### config.mk
export PLATFORM = sky130hd
export DESIGN_NAME = toy_mem_arbiter
export DESIGN_NICKNAME = d
export VERILOG_FILES = /design/src/rtl/toy_mem_arbiter.sv
export SDC_FILE = /design/constraint.sdc
export NUM_CORES = 1
export LEC_CHECK = 0
export BUFFER_PORTS_ARGS = -buffer_cell sky130_fd_sc_hd__buf_2
export CORE_MARGIN = 2
export CORE_UTILIZATION = 35
export CTS_CLUSTER_SIZE = 40
export DETAILED_ROUTE_END_ITERATION = 16
export SKIP_LAST_GASP = 1
export SLEW_MARGIN = 5
export SYNTH_ARGS = -nofsm -noshare
export SYNTH_HDL_FRONTEND = slang
export SYNTH_SLANG_ARGS = --single-unit
export TNS_END_PERCENT = 50
### constraint.sdc
create_clock -name CLK -period 14.6 [get_ports CLK]
set_input_delay 2.92 -clock CLK [delete_from_list [all_inputs] [get_ports CLK]]
set_output_delay 2.92 -clock CLK [all_outputs]
set_load 0.05 [all_outputs]
### src/rtl/toy_mem_arbiter.sv
// rtl/toy_mem_arbiter.sv - shares one unified memory between the RISC_TOY fetch and data ports
// Define ARB_IFETCH_HOLD_EN to add a one-entry fetch hold register that serves repeat fetches locally.
module toy_mem_arbiter #(
  parameter int AW       = 30,
  parameter int DW       = 32,
  parameter int MAX_WAIT = 15
) (
  input  logic          CLK,
  input  logic          RST,
  input  logic          IREQ,
  input  logic [AW-1:0] IADDR,
  output logic [DW-1:0] INSTR,
  output logic          I_READY,
  input  logic          DREQ,
  input  logic          DRW,
  input  logic [AW-1:0] DADDR,
  input  logic [DW-1:0] DWDATA,
  output logic [DW-1:0] DRDATA,
  output logic          D_READY,
  output logic          STALL,
  output logic          ERR,
  output logic          M_REQ,
  output logic          M_RW,
  output logic [AW-1:0] M_ADDR,
  output logic [DW-1:0] M_WDATA,
  input  logic [DW-1:0] M_RDATA,
  input  logic          M_ACK
);
  localparam int CW = $clog2(MAX_WAIT + 1);

  typedef enum logic [1:0] {IDLE, D_ACC, I_ACC} state_t;

  state_t        state;
  logic          last_d;
  logic [CW-1:0] wait_cnt;
  logic          hold_hit;
  logic [DW-1:0] hold_word;

  assign STALL = (IREQ & ~I_READY) | (DREQ & ~D_READY);

`ifdef ARB_IFETCH_HOLD_EN
  logic [AW-1:0] hold_addr;
  logic          hold_valid;

  assign hold_hit = hold_valid & ~ERR & IREQ & ~DREQ & (IADDR == hold_addr);

  // A completed data write to the held address invalidates it on the same edge.
  always_ff @(posedge CLK or posedge RST) begin
    if (RST) begin
      hold_valid <= 1'b0;
      hold_addr  <= '0;
      hold_word  <= '0;
    end else if (ERR || (state != IDLE && !M_ACK && wait_cnt == CW'(MAX_WAIT - 1))) begin
      hold_valid <= 1'b0;
    end else if (state == I_ACC && M_ACK) begin
      hold_valid <= 1'b1;
      hold_addr  <= M_ADDR;
      hold_word  <= M_RDATA;
    end else if (state == D_ACC && M_ACK && M_RW && M_ADDR == hold_addr) begin
      hold_valid <= 1'b0;
    end
  end
`else
  assign hold_hit  = 1'b0;
  assign hold_word = '0;
`endif

  always_ff @(posedge CLK or posedge RST) begin
    if (RST) begin
      state    <= IDLE;
      last_d   <= 1'b0;
      wait_cnt <= '0;
      INSTR    <= '0;
      DRDATA   <= '0;
      I_READY  <= 1'b0;
      D_READY  <= 1'b0;
      ERR      <= 1'b0;
      M_REQ    <= 1'b0;
      M_RW     <= 1'b0;
      M_ADDR   <= '0;
      M_WDATA  <= '0;
    end else begin
      I_READY <= 1'b0;
      D_READY <= 1'b0;
      case (state)
        IDLE: begin
          if (hold_hit) begin
            I_READY <= 1'b1;
            INSTR   <= hold_word;
          end else if (DREQ && (!IREQ || !last_d)) begin
            state   <= D_ACC;
            M_REQ   <= 1'b1;
            M_RW    <= DRW;
            M_ADDR  <= DADDR;
            M_WDATA <= DWDATA;
            last_d  <= 1'b1;
          end else if (IREQ) begin
            state  <= I_ACC;
            M_REQ  <= 1'b1;
            M_RW   <= 1'b0;
            M_ADDR <= IADDR;
            last_d <= 1'b0;
          end
        end
        default: begin
          // Either the acknowledge or the timeout ends the access; a timeout returns zero data.
          if (M_ACK || wait_cnt == CW'(MAX_WAIT - 1)) begin
            state    <= IDLE;
            M_REQ    <= 1'b0;
            wait_cnt <= '0;
            if (!M_ACK) ERR <= 1'b1;
            if (state == D_ACC) begin
              D_READY <= 1'b1;
              if (!M_ACK) DRDATA <= '0;
              else if (!M_RW) DRDATA <= M_RDATA;
            end else begin
              I_READY <= 1'b1;
              INSTR   <= M_ACK ? M_RDATA : '0;
            end
          end else begin
            wait_cnt <= wait_cnt + CW'(1);
          end
        end
      endcase
    end
  end
endmodule

==> impl_results.md <==
- R2R setup slack: 11.69 ns
- Worst setup path end: STALL
- Die height: 133 µm
- Share of layout cells above drive strength 1: 43.7%
- First-pass GRT wire length: 27000 µm
- Power Density: 294 nW/µm²
- Post-CTS sizing: 0
- Hold buffers post-CTS: 0
- Vias in the first global route: a little over 5000
- Initial core utilization: 35.3%
- Register-to-Register Path Depth: 5
- H-tree depth: 4
- Setup_tns: 0 ns
- Area grow syn2layout: 36.2%
- Clock sink count: ~140
- Synthesized area: slightly below 6000 µm²
- Total iterations of the first detailed-routing run: 4
- Worst hold stages: 2
- Post-synthesis mux area share: under 10%
- WL final: ~17000 µm
- Std-Cell Rows: 47
- Final instance area: approximately 8000 µm²
- Worst path bufs/invs: 3
- Final hold vios: 0
- Hold Crit Class: flop to flop
- Worst slew margin: approximately 16%
- Postcts setup bufs: 0
- Setup Skew: approximately 0.012 ns
- Ys Warns: 0
- Post-synthesis compound-gate area fraction: between 20% and 30%
- Largest net degree at the start of global routing: 85
- Drt initial violations: between 200 and 300
- DP Area: about 7200 µm²
- Nets: 851
- Routed len/inst: around 17 µm
- Main combinational cell family by area after synthesis: compound AO/OA/AOI/OAI gates
- Crit path launch: IREQ
- Reg2reg start: state[0]
- Syn avg cell area: between 10 and 15 µm²
- Area leader, netlist: dfrtp_1
- Total grt overflow: 0
- Max frequency: 153 MHz
- Crit. path cell count: 4
- Top-area cell type share of the netlist area: ~60%
- I/O Pins: 262
- Top post-synthesis cells by area: dfrtp_1, a221o_1, a22o_1
- Cells after Synth: roughly 480
- GP Congestion: 0.791
- Crit. End Element: primary output
- DIE AREA: 17600 µm²
- CTS tree: done
- Clock buffer depth: 2
- Clk slew on worst S/H paths: approximately 0.060 ns
- Register area share after synthesis: around 60%
- # fillers: 1491
- PortBufs: around 260
- Unique masters post-synth: 35
- Mapped Nets: 611
- Routed vias: between 4000 and 5000
- XOR/XNOR Fraction of Synth Area: 0%
- Total power: roughly 2.3 mW
- Total global-route track usage: 19.3%
- Crit path launch type: primary input
- DR vias/cell: slightly above 5
- Root Driver: clkbuf_16
- Post-synthesis simple-gate area fraction: under 10%
- Actual slew at the worst max-slew pin: roughly 1.3 ns
- Total CTS buffers: 17
- Status: complete, no violations
- Synth Register Bits: ~140
- Most frequent CP cell: buf_2
- Area share of fa/ha/maj cells after synthesis: less than 1%
- Unrepaired setup endpoints after global routing: false
- Dpl hpwl: between 10000 and 15000 µm
- Req. time, crit path: approximately 12 ns
- CP arrival: 3.63 ns
- Peak supply drop: between 150 and 200 µV
- Die Width: roughly 130 µm
- Clk_lat worst skew: around 0.42 ns
- Crit Path Category: primary input to primary output
- Total leakage power: 3.83 nW
- DRC viols: 0
- Antenna violations before repair: 0
- Fin. max-slew vios: 0
- Worst path cell trace: buf_2, inv_1, o22ai_1, buf_2
- Crit-path slowest cell: buf_2
- CP delay by family, top: buffers and inverters
- Final period utilization: 44.8%
- Final setup viols: 0
- Area of the multi-input gates: around 2100 µm²
- Hold_ws: between 0.4 and 0.5 ns
- Critical path's largest stage delay: a little over 0.3 ns
- Final min period: roughly 6.5 ns
- Core area: roughly 16000 µm²
- Worst r2r dst: M_WDATA[31]
- MaxCap Viol Count: 0
- Register area: roughly 3500 µm²
- Antenna Cells: 0
- Antenna Nets Post-Route: 0
- Critical-path maximum fanout: 5
-- worst min path at each step --
stage / from / to / slack, ns
2_1_floorplan: wait_cnt[1] / wait_cnt[1] / 0.50
3_3_place_gp: ERR / ERR / 0.45
3_5_place_dp: ERR / ERR / 0.46
4_1_cts: ERR / ERR / 0.47
5_1_grt: ERR / ERR / 0.49
6_report: ERR / ERR / 0.47
-- metal layers --
layer,track usage [%],vias up,wire [µm]
li1,-,2281,-
met1,26.0,2428,7340
met2,30.3,226,7970
met3,6.09,13,1180
met4,4.96,0,130
met5,0,-,0
-- worst min-delay path: cells and delay by family (launching register included) --
| kind | cells | cell delay [ns] |
|---|---|---|
| flops | 1 | 0.34 |
| compound gates | 1 | 0.05 |
| buf+inv | 1 | 0.04 |
-- area by class of cell --
cell class,instances,area share (%)
Inverter,8,0.444
Timing Repair Buffer,266,17.0
Sequential cell,138,43.8
Clock buffer,17,5.39
Clock inverter,15,3.00
Tap cell,220,3.49
Multi-Input combinational cell,288,26.9
-- stage by stage --
stage / std cells / utilization, % / setup slack, ns
floorplan: 479 / - / 7.93
CTS: 952 / 48.1 / 8.04
detailed placement: 920 / 44.0 / 8.04
finish: 952 / 48.1 / 8.05
global route: 952 / 48.1 / 7.99
global placement: 920 / 44.0 / 8.06
-- kinds of logic (layout without fill, tap and decap cells) --
kind of cell | Yosys count | in the layout
fa+ha+maj | 2 | 2
mux | 32 | 32
simple gates | 80 | 80
flops | 138 | 138
buf+inv | 53 | 306
compound gates | 174 | 174
-- power by group --
part	switching, mW	internal (mW)	leakage, nW
Clock	0.176	0.308	0.319
Sequential	0.114	0.556	1.62
Combinational	0.858	0.311	1.89
-- layout by cell type (no fill, tap or decap), types with 7 or more instances in the layout --
| cell type | n |
|---|---|
| buf_2 | 261 |
| dfrtp_1 | 138 |
| nand2_1 | 68 |
| o21ai_0 | 35 |
| a22o_1 | 33 |
| o21a_1 | 31 |
| a221o_1 | 31 |
| o311ai_0 | 30 |
| mux2_1 | 17 |
| clkbuf_16 | 17 |
| mux2_2 | 15 |
| inv_1 | 7 |
-- cells in the mapped netlist --
cell type / instances
dfrtp_1: 138
nand2_1: 68
o21ai_0: 35
a22o_1: 33
clkbuf_1: 32
a221o_1: 31
o21a_1: 31
o311ai_0: 30
mux2_1: 17
mux2_2: 15
inv_1: 8
buf_4: 4
a21o_1: 3
buf_1: 3
buf_2: 3
buf_6: 3
a22oi_1: 2
and2_1: 2
ha_1: 2
nor2_1: 2
nor2b_1: 2
o31ai_1: 2
a211oi_4: 1
a21oi_1: 1
a31o_2: 1
a31oi_1: 1
nand2b_1: 1
nand3_1: 1
nor2_2: 1
nor3b_1: 1
o211a_1: 1
o22ai_1: 1
o311ai_1: 1
or2_1: 1
or4_1: 1
-- registers in the layout, indices dropped and copies added (netlist names) --
register / count
ERR: 1
state: 2
M_REQ: 1
DRDATA: 32
I_READY: 1
M_RW: 1
INSTR: 32
wait_cnt: 4
D_READY: 1
M_ADDR: 30
M_WDATA: 32
last_d: 1
Power figures use the tool's default switching activity.
